**src/rtl/div_sweeper.sv**
```systemverilog
// div_sweeper: exhaustive stimulus sequencer for two divider units.
//
// A go pulse starts a sweep over every {dividend, divisor} pair, with the
// divisor in the low field and the dividend in the high field. For each pair
// the block issues one strt pulse, waits for both dividers to report idle
// (bounded by TIMEOUT cycles), and then compares the two result sets. It
// counts failing pairs (saturating) and captures the first failing pair.
//
// Optional feature: define DIV_SWEEP_GOLDEN_EN to also check divider A
// against an internal golden divide model.
//
// Parameters:
//   WIDTH   operand width; a sweep covers 2^(2*WIDTH) pairs
//   TIMEOUT maximum WAIT cycles before a pair is declared failed
// Ports:
//   clk, rst                  clock, synchronous active-low reset
//   go                        single-cycle sweep start (ignored while busy)
//   dividend, divisor         operands to both dividers
//   strt                      single-cycle start pulse to both dividers
//   quotient_a/_b, remainder_a/_b, not_valid_a/_b, idle_a/_b  divider status
//   busy, done, fail          sweep status
//   mismatch_count            failing pairs, saturates at 16'hFFFF
//   first_fail                {dividend, divisor} of the first failing pair
//   state_dbg                 current FSM state encoding
//
// Handshake: strt is a one-cycle pulse; a divider may keep idle high for
// that cycle and is expected to drop it no earlier than the next one, so
// idle is ignored for one GUARD cycle. Results are sampled in the cycle in
// which idle_a & idle_b is seen high (or on timeout, which fails the pair).

module div_sweeper #(
  parameter int WIDTH   = 8,
  parameter int TIMEOUT = 64
) (
  input  logic                 clk,
  input  logic                 rst,
  input  logic                 go,
  output logic [WIDTH-1:0]     dividend,
  output logic [WIDTH-1:0]     divisor,
  output logic                 strt,
  input  logic [WIDTH-1:0]     quotient_a,
  input  logic [WIDTH-1:0]     remainder_a,
  input  logic                 not_valid_a,
  input  logic                 idle_a,
  input  logic [WIDTH-1:0]     quotient_b,
  input  logic [WIDTH-1:0]     remainder_b,
  input  logic                 not_valid_b,
  input  logic                 idle_b,
  output logic                 busy,
  output logic                 done,
  output logic                 fail,
  output logic [15:0]          mismatch_count,
  output logic [2*WIDTH-1:0]   first_fail,
  output logic [2:0]           state_dbg
);

  localparam int TW = $clog2(TIMEOUT) + 1;
  localparam logic [TW-1:0] T_LAST = TW'(TIMEOUT - 1);

  typedef enum logic [2:0] {
    IDLE  = 3'd0,
    ISSUE = 3'd1,
    GUARD = 3'd2,
    WAIT  = 3'd3,
    CHECK = 3'd4,
    NEXT  = 3'd5,
    DONE  = 3'd6
  } state_t;

  state_t              state, next_state;
  logic [2*WIDTH-1:0]  pair;
  logic [TW-1:0]       tcnt;
  logic                tflag;
  logic                both_idle;
  logic                ab_bad;
  logic                gold_bad;
  logic                pair_bad;

  // The pair counter is itself a register, so the operands are registered
  // and hold from ISSUE through CHECK without extra storage.
  assign dividend  = pair[2*WIDTH-1:WIDTH];
  assign divisor   = pair[WIDTH-1:0];
  assign state_dbg = state;
  assign both_idle = idle_a & idle_b;

  always_comb begin
    ab_bad = 1'b0;
    if (not_valid_a != not_valid_b) begin
      ab_bad = 1'b1;
    end else if (!not_valid_a) begin
      ab_bad = (quotient_a != quotient_b) || (remainder_a != remainder_b);
    end
  end

`ifdef DIV_SWEEP_GOLDEN_EN
  always_comb begin
    gold_bad = 1'b0;
    if (divisor == '0) begin
      gold_bad = !not_valid_a;
    end else begin
      gold_bad = not_valid_a ||
                 (quotient_a  != dividend / divisor) ||
                 (remainder_a != dividend % divisor);
    end
  end
`else
  assign gold_bad = 1'b0;
`endif

  assign pair_bad = tflag | ab_bad | gold_bad;

  always_comb begin
    next_state = state;
    case (state)
      IDLE, DONE: if (go) next_state = ISSUE;
      ISSUE:      next_state = GUARD;
      GUARD:      next_state = WAIT;
      WAIT:       if (both_idle || tcnt == T_LAST) next_state = CHECK;
      CHECK:      next_state = NEXT;
      NEXT:       next_state = (pair == '1) ? DONE : ISSUE;
      default:    next_state = IDLE;
    endcase
  end

  always_ff @(posedge clk) begin
    if (!rst) begin
      state          <= IDLE;
      pair           <= '0;
      tcnt           <= '0;
      tflag          <= 1'b0;
      strt           <= 1'b0;
      busy           <= 1'b0;
      done           <= 1'b0;
      fail           <= 1'b0;
      mismatch_count <= '0;
      first_fail     <= '0;
    end else begin
      state <= next_state;
      // strt is high in the cycle after ISSUE, i.e. while in GUARD.
      strt  <= (state == ISSUE);
      busy  <= !(next_state == IDLE || next_state == DONE);
      done  <= (next_state == DONE);
      case (state)
        IDLE, DONE: begin
          if (go) begin
            fail           <= 1'b0;
            mismatch_count <= '0;
            first_fail     <= '0;
            pair           <= '0;
          end
        end
        GUARD: begin
          tcnt  <= '0;
          tflag <= 1'b0;
        end
        WAIT: begin
          // Idle wins on the final cycle: a late but valid finish is not a timeout.
          if (!both_idle) begin
            if (tcnt == T_LAST) tflag <= 1'b1;
            else                tcnt  <= tcnt + 1'b1;
          end
        end
        CHECK: begin
          if (pair_bad) begin
            if (mismatch_count != 16'hFFFF) mismatch_count <= mismatch_count + 16'd1;
            if (!fail) begin
              first_fail <= pair;
              fail       <= 1'b1;
            end
          end
        end
        NEXT: begin
          if (pair != '1) pair <= pair + 1'b1;
        end
        default: ;
      endcase
    end
  end

endmodule

```
**config.mk**
```make
export PLATFORM = sky130hd
export DESIGN_NAME = div_sweeper
export DESIGN_NICKNAME = d
export VERILOG_FILES = /design/src/rtl/div_sweeper.sv
export SDC_FILE = /design/constraint.sdc
export NUM_CORES = 1
export LEC_CHECK = 0
export CAP_MARGIN = 20
export CORE_ASPECT_RATIO = 1.2
export CORE_UTILIZATION = 45
export CTS_BUF_LIST = sky130_fd_sc_hd__clkbuf_8
export DETAILED_ROUTE_END_ITERATION = 10
export PLACE_DENSITY = 0.8
export SYNTH_ARGS = -nofsm -noshare
export SYNTH_HDL_FRONTEND = slang
export SYNTH_SLANG_ARGS = --single-unit
```
**constraint.sdc**
```tcl
create_clock -name clk -period 1.9 [get_ports clk]
set_input_delay 0.285 -clock clk [delete_from_list [all_inputs] [get_ports clk]]
set_output_delay 0.285 -clock clk [all_outputs]
set_load 0.02 [all_outputs]
```
# Yosys cells after proc, flatten, opt, wreduce, memory -nomap -nowiden
# Index checks and enable logic that the tools add are counted.
dict set report op_classes {
  addsub 3
  n_bitwise 2
  n_mux 24
  n_reduce_logical 16
  eq_ne 22
}
# operator n
set ops {}
lappend ops {{16-bit two-way mux} 6}
lappend ops {{16-bit one-hot mux with 2 select lines} 3}
lappend ops {{16-bit by 1-bit adder with 16-bit output, second input constant} 2}
lappend ops {{16-bit inequality test, second input constant} 2}
lappend ops {{3-bit one-hot mux with 6 select lines} 1}
lappend ops {{16-bit == test, second input constant} 1}
lappend ops {{2-bit inequality test, second input constant} 8}
lappend ops {{8-bit inequality test} 2}
lappend ops {{7-bit two-way mux} 2}
lappend ops {{7-bit one-hot mux with 2 select lines} 1}
lappend ops {{3-bit == test, second input constant} 4}
lappend ops {{3-bit AND reduction} 4}
lappend ops {{3-bit two-way mux} 3}
lappend ops {{4-bit AND reduction} 2}
lappend ops {{7-bit by 1-bit adder with 7-bit output, second input constant} 1}
lappend ops {{7-bit by 6-bit == test with 1-bit output, second input constant} 1}
lappend ops {{3-bit by 2-bit == test with 1-bit output, second input constant} 2}
lappend ops {{3-bit logical NOT} 2}
lappend ops {{1-bit two-way mux} 6}
lappend ops {{2-bit nonzero test} 3}
lappend ops {{1-bit one-hot mux with 2 select lines} 2}
lappend ops {{3-bit by 1-bit == test with 1-bit output, second input constant} 1}
lappend ops {{1-bit logical OR} 3}
lappend ops {{2-bit OR reduction} 1}
lappend ops {{other kinds (4)} 4}
dict set report totals {
  register_bits 63
  out_inout_bits 55
  word_cells 77
  input_bits 39
}

# Depth between registers and ports, before layout
dict set report logic_depth {
  word_depth 7
  depth_mapped 9
  depth_no_buf 7
}

# Worst setup path after synthesis
# OpenSTA, ideal clock, no wires.
dict set report synth_timing {
  path_kind {reg2reg}
  startpoint {register pair[6]}
  endpoint {register pair[5]}
  slack_ns 0.019
  n_path_buf 0
  stages_incl_launch_ff 7
  setup_ns 0.128
  synth_period_minus_slack_ns 1.881
  t_required_ns 1.772
  arrival_time_ns 1.754
  cell_sequence {dfxtp_1 > nand4_1 > nor4_4 > a21oi_1 > and3_1 > xnor2_1 > nor2_1}
}
dict set report synth_between {
  elab_chain_cells 3
}
# item line_no
set synth_lines {}
lappend synth_lines {{from (decl)} 71} ;# logic [2*WIDTH-1:0] pair;
lappend synth_lines {{from (signal assigned)} 173} ;# if (pair != '1) pair <= pair + 1'b1;
lappend synth_lines {{16-bit inequality test} 173}
lappend synth_lines {{2-bit inequality test (no line)} n/a}
lappend synth_lines {{3-bit AND reduction (no line)} n/a}
# Every way passes these cells.
# A chain may end at the register's enable or synchronous reset.

# Worst setup path after layout
dict set report layout_timing {
  startpoint {register state[1] (netlist: state_dbg[1])}
  endpoint {register mismatch_count[2]}
}
dict set report layout_between {
  elab_chain_cells 4
  elab_cells_between_ends 10
  classes_between {eq/ne (5); mux (1); reduce/logical (4)}
}
# item line_no
set layout_lines {}
lappend layout_lines {{from (decl)} 70} ;# state_t state, next_state;
lappend layout_lines {{from (signal assigned)} 138} ;# state <= next_state;
lappend layout_lines {{3-bit == test or 3-bit logical NOT (tied branches)} 143} ;# case (state)
lappend layout_lines {{2-bit OR reduction} 143}
lappend layout_lines {{2-bit inequality test (no line) or 2-bit nonzero test (tied branches)} n/a}
lappend layout_lines {{4-bit AND reduction (no line)} n/a}
lappend layout_lines {{to (signal assigned)} 165} ;# if (mismatch_count != 16'hFFFF) mismatch_count <= mismatch_count + 16'd1;
lappend layout_lines {{to (decl)} 52} ;# output logic [15:0] mismatch_count,
# Parallel ways exist; a longest one is shown, timed or not.

==> metrics.txt <==
Post-Syn Nets=434; Placed Area=4570 um2; Cell Area, Synth=3340 um2; synthesized flop and latch total=63; CP peak stage delay=420 ps; Wirelength per Cell=15.5 um; most frequent cells in the layout=clkdlybuf4s50_1, dfxtp_1, nand2_1, nor2_1, nand3_1; CP endpoint kind=flop; gpl congestion=0.866; CP required=2120 ps; Nets=560; CP cell instances=xor2_1 > or2_1 > and2_4 > o21bai_4 > buf_12 > o311ai_0 > o21ai_0; Syn-to-layout area delta=51.2%; Place WS=-504 ps; placed cells=591; num rows=34; status=complete, but fails checks; failing checks=negative setup slack; proportion of layout cells with a drive suffix above 1=16.4%; area leader, netlist=dfxtp_1; number of synthesized flops with an enable pin=0; Cells after Synth=392; worst rel slew slack=63.7%; Via-to-Cell Ratio=5.74; Max Clock Skew=9.13 ps; power per cell area=627 nW/um2; max-cap viol count=0; die area=7780 um2; peak supply drop=0.372 mV; top-area cell type share of the netlist area=37.7%; largest cells by area after synthesis=dfxtp_1, xor2_1, nand2_1, nand3_1, mux2i_1; Synth warnings=0; antenna-violating nets left=0; post-route minimum period=1930 ps; post-layout instance area=5050 um2; commonest non-fill, non-tap cell in the layout=clkdlybuf4s50_1; Fin. Hold Viols=0; Async SR Flop Fraction=0%; clock-pin slew on the worst setup and hold paths=80 ps; gr ovfl total=0; via count=3516; LEAKAGE=0.00208 uW; largest net degree at the start of global routing=66; clk root buf=clkbuf_8; Worst-Margin Slew=539 ps; Die Y=96.4 um; CTS tree=done; Seq/Total Area, Yosys=37.7%; Die X=80.7 um; initial core utilization=46.2%; core footprint=7230 um2; CTS Buf Count=9; Slew Viols, Final=0; DRC viols=0; dpl hpwl=6500 um; period utilisation layout=102%; Antenna Cells=0; Netlist cell types=57; critical path class=reg2reg; final worst slack=-30.1 ps; final number of setup-violating endpoints=1; Crit. Startpoint=state_dbg[1]; Crit-path slowest cell=dfxtp_1; Max Fclk=518 MHz; Max clock buf depth=2; Data arrival, critical path=2150 ps; CP max FO=13; clk_lat worst skew=360 ps; # IOs=94; Finished Layout Cells=613; first-pass GRT wire length=14900 um; drt first pass iters=5; hold path startpoint=rst; syn avg cell area=8.53 um2; drt total wl=9490 um; fin util=69.9%; startpoint type of the worst setup path=flop; worst hold path class=in2reg; IO Port Bufs=93; origin of the critical flop-to-flop path=state_dbg[1]; Iter 0 DRT Violations=187; H-tree depth=3; GR Util All Layers=25.1%; clock sinks=63; ys flop type=dfxtp_1; initial antenna violation count=0; vias in the first global route=3344
## state kept, by name, indices dropped and copies added (netlist names)
name            count
state_dbg           3
first_fail         16
strt                1
fail                1
tcnt                7
mismatch_count     16
pair               16
busy                1
tflag               1
done                1
## kinds of logic (layout without fill, tap and decap cells)
family,Yosys count,after routing,synth area share [%]
and+or+nand+nor,186,187,28.6
AOI/OAI and AO/OA,66,66,14.6
DFF,63,63,37.7
xor gates and xnor gates,33,33,8.65
buffers and inverters,24,154,4.19
muxes,17,17,5.09
adders and majority gates,3,3,1.12
## per-layer routing
| layer | vias to the layer above | global-route usage (%) | part of all wire (%) |
|---|---|---|---|
| li1 | 1675 | - | - |
| met1 | 1634 | 27.2 | 39 |
| met2 | 181 | 45.3 | 50 |
| met3 | 26 | 6.67 | 7.6 |
| met4 | 0 | 11.8 | 3.1 |
| met5 | - | 0 | 0 |
## layout make-up
class	instances	area (um2)
multi-input cells	306	2030
clock inverters	7	113
clock buffers	9	124
flip-flops and latches	63	1260
fillers	552	2180
inverters	2	7.51
well taps	90	113
repair buffers	136	1410
## power breakdown
| group | internal (uW) | switching [uW] |
|---|---|---|
| combinational | 228 | 202 |
| sequential | 1330 | 10.6 |
| clock | 864 | 535 |
## worst max-delay path: cells and delay by family (launching register included)
| family | cells | cell delay (ps) |
|---|---|---|
| AND/OR/NAND/NOR | 2 | 400 |
| buffers and inverters | 1 | 150 |
| AO/OA/AOI/OAI | 3 | 720 |
| XOR/XNOR | 1 | 110 |
| flip-flops | 1 | 420 |
## synthesized netlist by cell type (3+ instances only)
cell type / count
buf_2: 4
o311ai_0: 4
mux2i_1: 17
nand3_1: 35
o41ai_1: 5
or3_1: 5
xor2_1: 23
clkbuf_1: 12
a21oi_1: 11
o21bai_1: 3
ha_1: 3
buf_6: 4
dfxtp_1: 63
o211ai_1: 3
nand4_1: 10
nand2_1: 51
o21ai_0: 10
a21o_1: 3
and3_1: 7
a21boi_0: 3
nor3_1: 8
o31ai_1: 6
xnor2_1: 10
o311ai_1: 6
nor2_1: 38
and2_1: 7
nor4_1: 3
## timing repair
action | CTS | global route
cloned | 1 | 2
hold buffers | 0 | 0
gates resized for setup | 4 | 41
setup buffers | 2 | 1
endpoints found under the setup margin | 21 | 42
pin swaps | 3 | 15
## final timing paths
| path | depth (start not counted) | slack [ps] | endpoint |
|---|---|---|---|
| max | 7 | -30 | mismatch_count[2] |
| min | 3 | 430 | mismatch_count[12] |
| max reg2reg | 7 | -30 | mismatch_count[2] |
| min reg2reg | 2 | 450 | tcnt[6] |
## stage by stage
| step | setup TNS [ps] | total power (uW) | hold slack, ps |
|---|---|---|---|
| 3_5_place_dp | -14060 | 1760 | 448 |
| 4_1_cts | -51.2 | 3180 | 412 |
| 2_1_floorplan | 0 | 1590 | 429 |
| 3_3_place_gp | -12910 | 1750 | 443 |
| 5_1_grt | -45.9 | 3270 | 439 |
| 6_report | -30.1 | 3170 | 432 |
Note: power is estimated with default switching activity, not from simulation.
==> RTL edit 1: new RTL, config.mk and constraints unchanged <==
The option `DIV_SWEEP_GOLDEN_EN` is turned on by a define.
--- a/src/rtl/div_sweeper.sv
+++ b/src/rtl/div_sweeper.sv
@@ -27,6 +27,8 @@
 // that cycle and is expected to drop it no earlier than the next one, so
 // idle is ignored for one GUARD cycle. Results are sampled in the cycle in
 // which idle_a & idle_b is seen high (or on timeout, which fails the pair).
+
+`define DIV_SWEEP_GOLDEN_EN
 
 module div_sweeper #(
   parameter int WIDTH   = 8,
Behaviour: not the same (a bounded check fails within 10 cycles, from zero or initial values and one cycle with rst low).
==> RTL edit 1 against the original RTL <==
The flow still finishes with violations (negative setup slack); sequential share of layout area down 13 points; design area rose by 100%; power rose by 66%; worst hold slack better by 0.076 ns; non-clock buffer count increased by 257; wire length rose to 2.9 times the old value; worst setup slack lost 9.6 ns; area after synthesis up 66%; sequential cell count is the same.
==> RTL edit 1: results <==
group,metric,value,unit
worst_hold_path,hp-start,"first_fail[12]",
pwr,p_int,3288,uW
critical_path,arrival,11.83,ns
global_routing,grt_pass1_vias,7397,
final_layout,final_nets,1155,
drt,drt_pass1_iterations,7,
timing,max_slew_margin,64.77,%
final_layout,nFillCells,591,
critical_path,crit_fanout,8,
timing,worst_slack,-9.678,ns
placed_design,dp_hpwl,16.24,mm
drt,via_per_inst,6.314,
outcome,status,"complete, but fails checks",
yosys,yosys-top-cells-area,"dfxtp_1 23%, ha_1 9.7%, xnor2_1 7.3%",
timing,skew,0.02386,ns
pwr,ir_drop,0.0007380,V
critical_path,cp-startpoint,"pair[7]",
final_layout,drive_gt1_share,45.96,%
critical_path,critical-path-slowest-cell,"or4_4",
critical_path,reg2reg_depth,52,
yosys,yosysUniqueCellTypes,76,
timing,setup_viol,56,
outcome,violations,"negative setup slack",
global_routing,grt_pass1_wl,35.82,mm
yosys,syn_nets,779,
placed_design,place.gp.congestion,0.9906,
yosys,seq_area_frac_synth,22.77,%
pwr,leakagePower,0.004222,uW
timing,hold_slack,0.5086,ns
==> RTL edit 1: final cells by class <==
class	instances	area, um^2	share of cell area (%)
clock inverters	7	71.32	0.6944
multi-input cells	577	5062	49.29
repair buffers	393	3427	33.37
clock buffers	9	123.9	1.206
flip-flops and latches	63	1280	12.46
well taps	161	201.4	1.961
inverters	28	105.1	1.023
==> RTL edit 1: kinds of logic (layout without fill, tap and decap cells) <==
group | Yosys count | after routing | synth area share (%)
flip-flops | 63 | 63 | 22.77
AO/OA/AOI/OAI | 184 | 185 | 24.01
AND/OR/NAND/NOR | 269 | 269 | 25.86
multiplexers | 17 | 17 | 3.117
XOR/XNOR | 62 | 62 | 9.803
adder cells (fa/ha/maj) | 44 | 44 | 10.07
buffers and inverters | 57 | 437 | 4.360
==> RTL edit 1: stage by stage <==
step                setup TNS [ns]  std cells  instance area (um^2)  total power (uW)
finish                     -334.56       1238                 10270              5273
global route               -349.86       1238                 10270              5480
CTS                        -308.70       1217                  9634              4931
detailed placement         -316.30       1154                  8633              3477
global placement           -303.90       1154                  8633              3461
floorplan                  -299.51        696                  5894              2531
==> RTL edit 1: metal layers <==
metal,wire (um),part of all wire (%),track usage [%]
met5,0,0,0
met4,2145,7.8,21.13
met3,2233,8.1,6.275
met2,13270,48,64.75
met1,10030,36,41.48
==> RTL edit 1: power by group through the flow <==
stage / Clock, uW / Sequential [uW] / Combinational, uW
floorplan: 0 / 1370 / 1160
global placement: 0 / 1360 / 2100
detailed placement: 0 / 1360 / 2120
CTS: 1210 / 1330 / 2390
global route: 1290 / 1330 / 2860
finish: 1250 / 1330 / 2690
==> RTL edit 1: timing repair <==
action                                  CTS  global route
buffers inserted                         46            21
hold endpoints to repair                  0             0
resized for setup                       102            97
endpoints found under the setup margin   51            59
cloned                                    2             1
pin swaps                                38            62
==> RTL edit 2: new RTL, same flow settings <==
Made on the original files. Put a register stage on the outputs `dividend` and `divisor`, cleared by the reset. The values now appear one clock later. The other outputs are not delayed to match.
--- a/src/rtl/div_sweeper.sv
+++ b/src/rtl/div_sweeper.sv
@@ -78,8 +78,15 @@
 
   // The pair counter is itself a register, so the operands are registered
   // and hold from ISSUE through CHECK without extra storage.
-  assign dividend  = pair[2*WIDTH-1:WIDTH];
-  assign divisor   = pair[WIDTH-1:0];
+  always_ff @(posedge clk) begin
+    if (!rst) begin
+      dividend <= '0;
+      divisor  <= '0;
+    end else begin
+      dividend <= pair[2*WIDTH-1:WIDTH];
+      divisor  <= pair[WIDTH-1:0];
+    end
+  end
   assign state_dbg = state;
   assign both_idle = idle_a & idle_b;
 
Formal check against the unedited RTL: not equivalent (a bounded check fails within 10 cycles, from zero or initial values and one cycle with rst low).
==> RTL edit 2 against the original RTL <==
Wire length rose by 16%; sequential power rose by 26%; design area rose by 11%; worst setup slack improved by 0.050 ns; clock skew rose by 0.0032 ns; power rose by 12%; sequential cell count rose by 16; area after synthesis rose by 7.7%; maximum frequency rose by 2.7%; worst hold slack improved by 0.025 ns; critical endpoint is now pair[6]; largest cell class unchanged.
==> RTL edit 2: results <==
group,metric,value,unit
final_layout,drive_gt1_share,24.56,%
drt,first_iter_violations,261,
global_routing,grt_pass1_vias,3514,
drt,wl_per_cell,16.85,um
drt,drt_pass1_iterations,4,
worst_hold_path,hold_class,"reg -> reg",
global_routing,grt_max_degree,34,
yosys,ys.warnings.count,0,
yosys,async_flop_share,0,%
final_layout,final_nets,599,
clock_network,cts_root_buffer,"clkbuf_8",
placed_design,dpl.cell_count,624,
critical_path,crit_fanout,7,
yosys,postSynthCellCount,399,
clock_network,htree_levels,3,
critical_path,reg2reg_depth,8,
drt,vias,3662,
clock_network,clk_latency,0.36,ns
final_layout,nFillCells,533,
final_layout,reg_top3,"first_fail (16), mismatch_count (16), pair (16)",
final_layout,antenna_cells,0,
clock_network,clkSlewWorstSetupHoldPaths,0.08,ns
global_routing,antenna_found_initial,0,
worst_hold_path,min_path_cells,2,
clock_network,clockBufferDepth,2,
placed_design,io_buffers,93,
drt,via_per_inst,5.599,
clock_network,cts_made_buffers,9,
pwr,switching_share,26.73,%
yosys,syn_nets,441,
placed_design,place.gp.congestion,0.9018,
pwr,leakagePower,0.002209,uW
global_routing,track_usage,23.54,%
timing,max_slew_margin,57.11,%
placed_design,pre_cts_ws,-0.4281,ns
yosys,seq_area_frac_synth,43.92,%
yosys,yosysUniqueCellTypes,63,
global_routing,grt_pass1_wl,16.03,mm
outcome,status,"finished clean",
placed_design,dp_hpwl,7.036,mm
yosys,yosys-top-cells-area,"dfxtp_1 44%, xor2_1 5.4%, nand2_1 4.2%",
pwr,ir_drop,0.0007438,V
timing,skew,0.01229,ns
yosys,synthTopCellsByCount,"79 x dfxtp_1, 40 x nand2_1, 37 x nor2_1",
critical_path,arrival,2.13,ns
[RTL edit 2: changes by cell type in the layout (fill, tap and decap cells not counted), sizes merged, moves of 6 or more]
cell    delta
a21oi      -8
a22o       +6
a31oi      +6
and2      +11
buf       +26
dfxtp     +16
mux2i     -15
nand2     -11
nand3      -8
o21ai     +11
o311ai     -7
or3        -6
[RTL edit 2: worst paths after layout]
| check | start | endpoint | slack [ns] |
|---|---|---|---|
| worst min register to register | first_fail[10] | first_fail[10] | 0.46 |
| worst max-delay path | pair[1] | pair[6] | 0.02 |
| worst max register to register | pair[1] | pair[6] | 0.02 |
| worst min-delay path | first_fail[10] | first_fail[10] | 0.46 |
[RTL edit 2: cell type report]
type / instances / area, um^2 / share of cell area, %
multi-input combinational: 301 / 2141 / 38.13
sequential: 79 / 1594 / 28.39
clock buffer: 10 / 137.6 / 2.452
inverter: 4 / 15.01 / 0.2674
tap: 92 / 115.1 / 2.050
timing repair buffer: 162 / 1541 / 27.46
clock inverter: 6 / 70.07 / 1.248
[RTL edit 2: cell families (layout without fill, tap and decap cells)]
kind of cell / Yosys count / after routing / synth area share (%)
AND/OR/NAND/NOR: 187 / 187 / 28.21
XOR/XNOR: 36 / 36 / 8.756
AO/OA/AOI/OAI: 71 / 73 / 14.21
flip-flops: 79 / 79 / 43.92
buffers and inverters: 21 / 182 / 3.301
adder cells (fa/ha/maj): 3 / 3 / 1.043
multiplexers: 2 / 2 / 0.5560
[RTL edit 2: power groups by stage]
stage / clock network, uW / registers [uW] / logic, uW
2_1_floorplan: 0 / 1740 / 249
3_3_place_gp: 0 / 1730 / 477
3_5_place_dp: 0 / 1730 / 487
4_1_cts: 1290 / 1690 / 497
5_1_grt: 1370 / 1700 / 612
6_report: 1280 / 1690 / 574
[RTL edit 2: through the flow]
stage	area [um^2]	total power [uW]	hold WS [ns]
2_1_floorplan	3608	1994	0.4349
3_3_place_gp	5004	2206	0.4448
3_5_place_dp	5004	2215	0.4401
4_1_cts	5243	3478	0.4611
5_1_grt	5614	3682	0.4720
6_report	5614	3544	0.4574
[RTL edit 2: timing repair]
action	4_1_cts	5_1_grt
setup buffers	1	10
resized for setup	7	67
hold buffers	0	0
pin swaps	3	23
setup endpoints to repair	14	56
cloned	0	3
[RTL edit 2: layer usage]
layer / routed length [um] / track usage (%) / vias to the layer above
met5: 0 / 0 / -
met3: 730 / 5.345 / 25
li1: - / - / 1736
met1: 4250 / 26.03 / 1763
met2: 5803 / 44.09 / 138
met4: 234 / 8.344 / 0
[RTL edit 2: worst max-delay path: stages, from the launching register on]
cell     delay [ns]
dfxtp_4        0.36
ha_4           0.16
nand4_1        0.11
nor4_4         0.07
o31a_1         0.34
buf_6          0.16
nor4b_2        0.32
xnor2_1        0.19
nor2_1         0.07
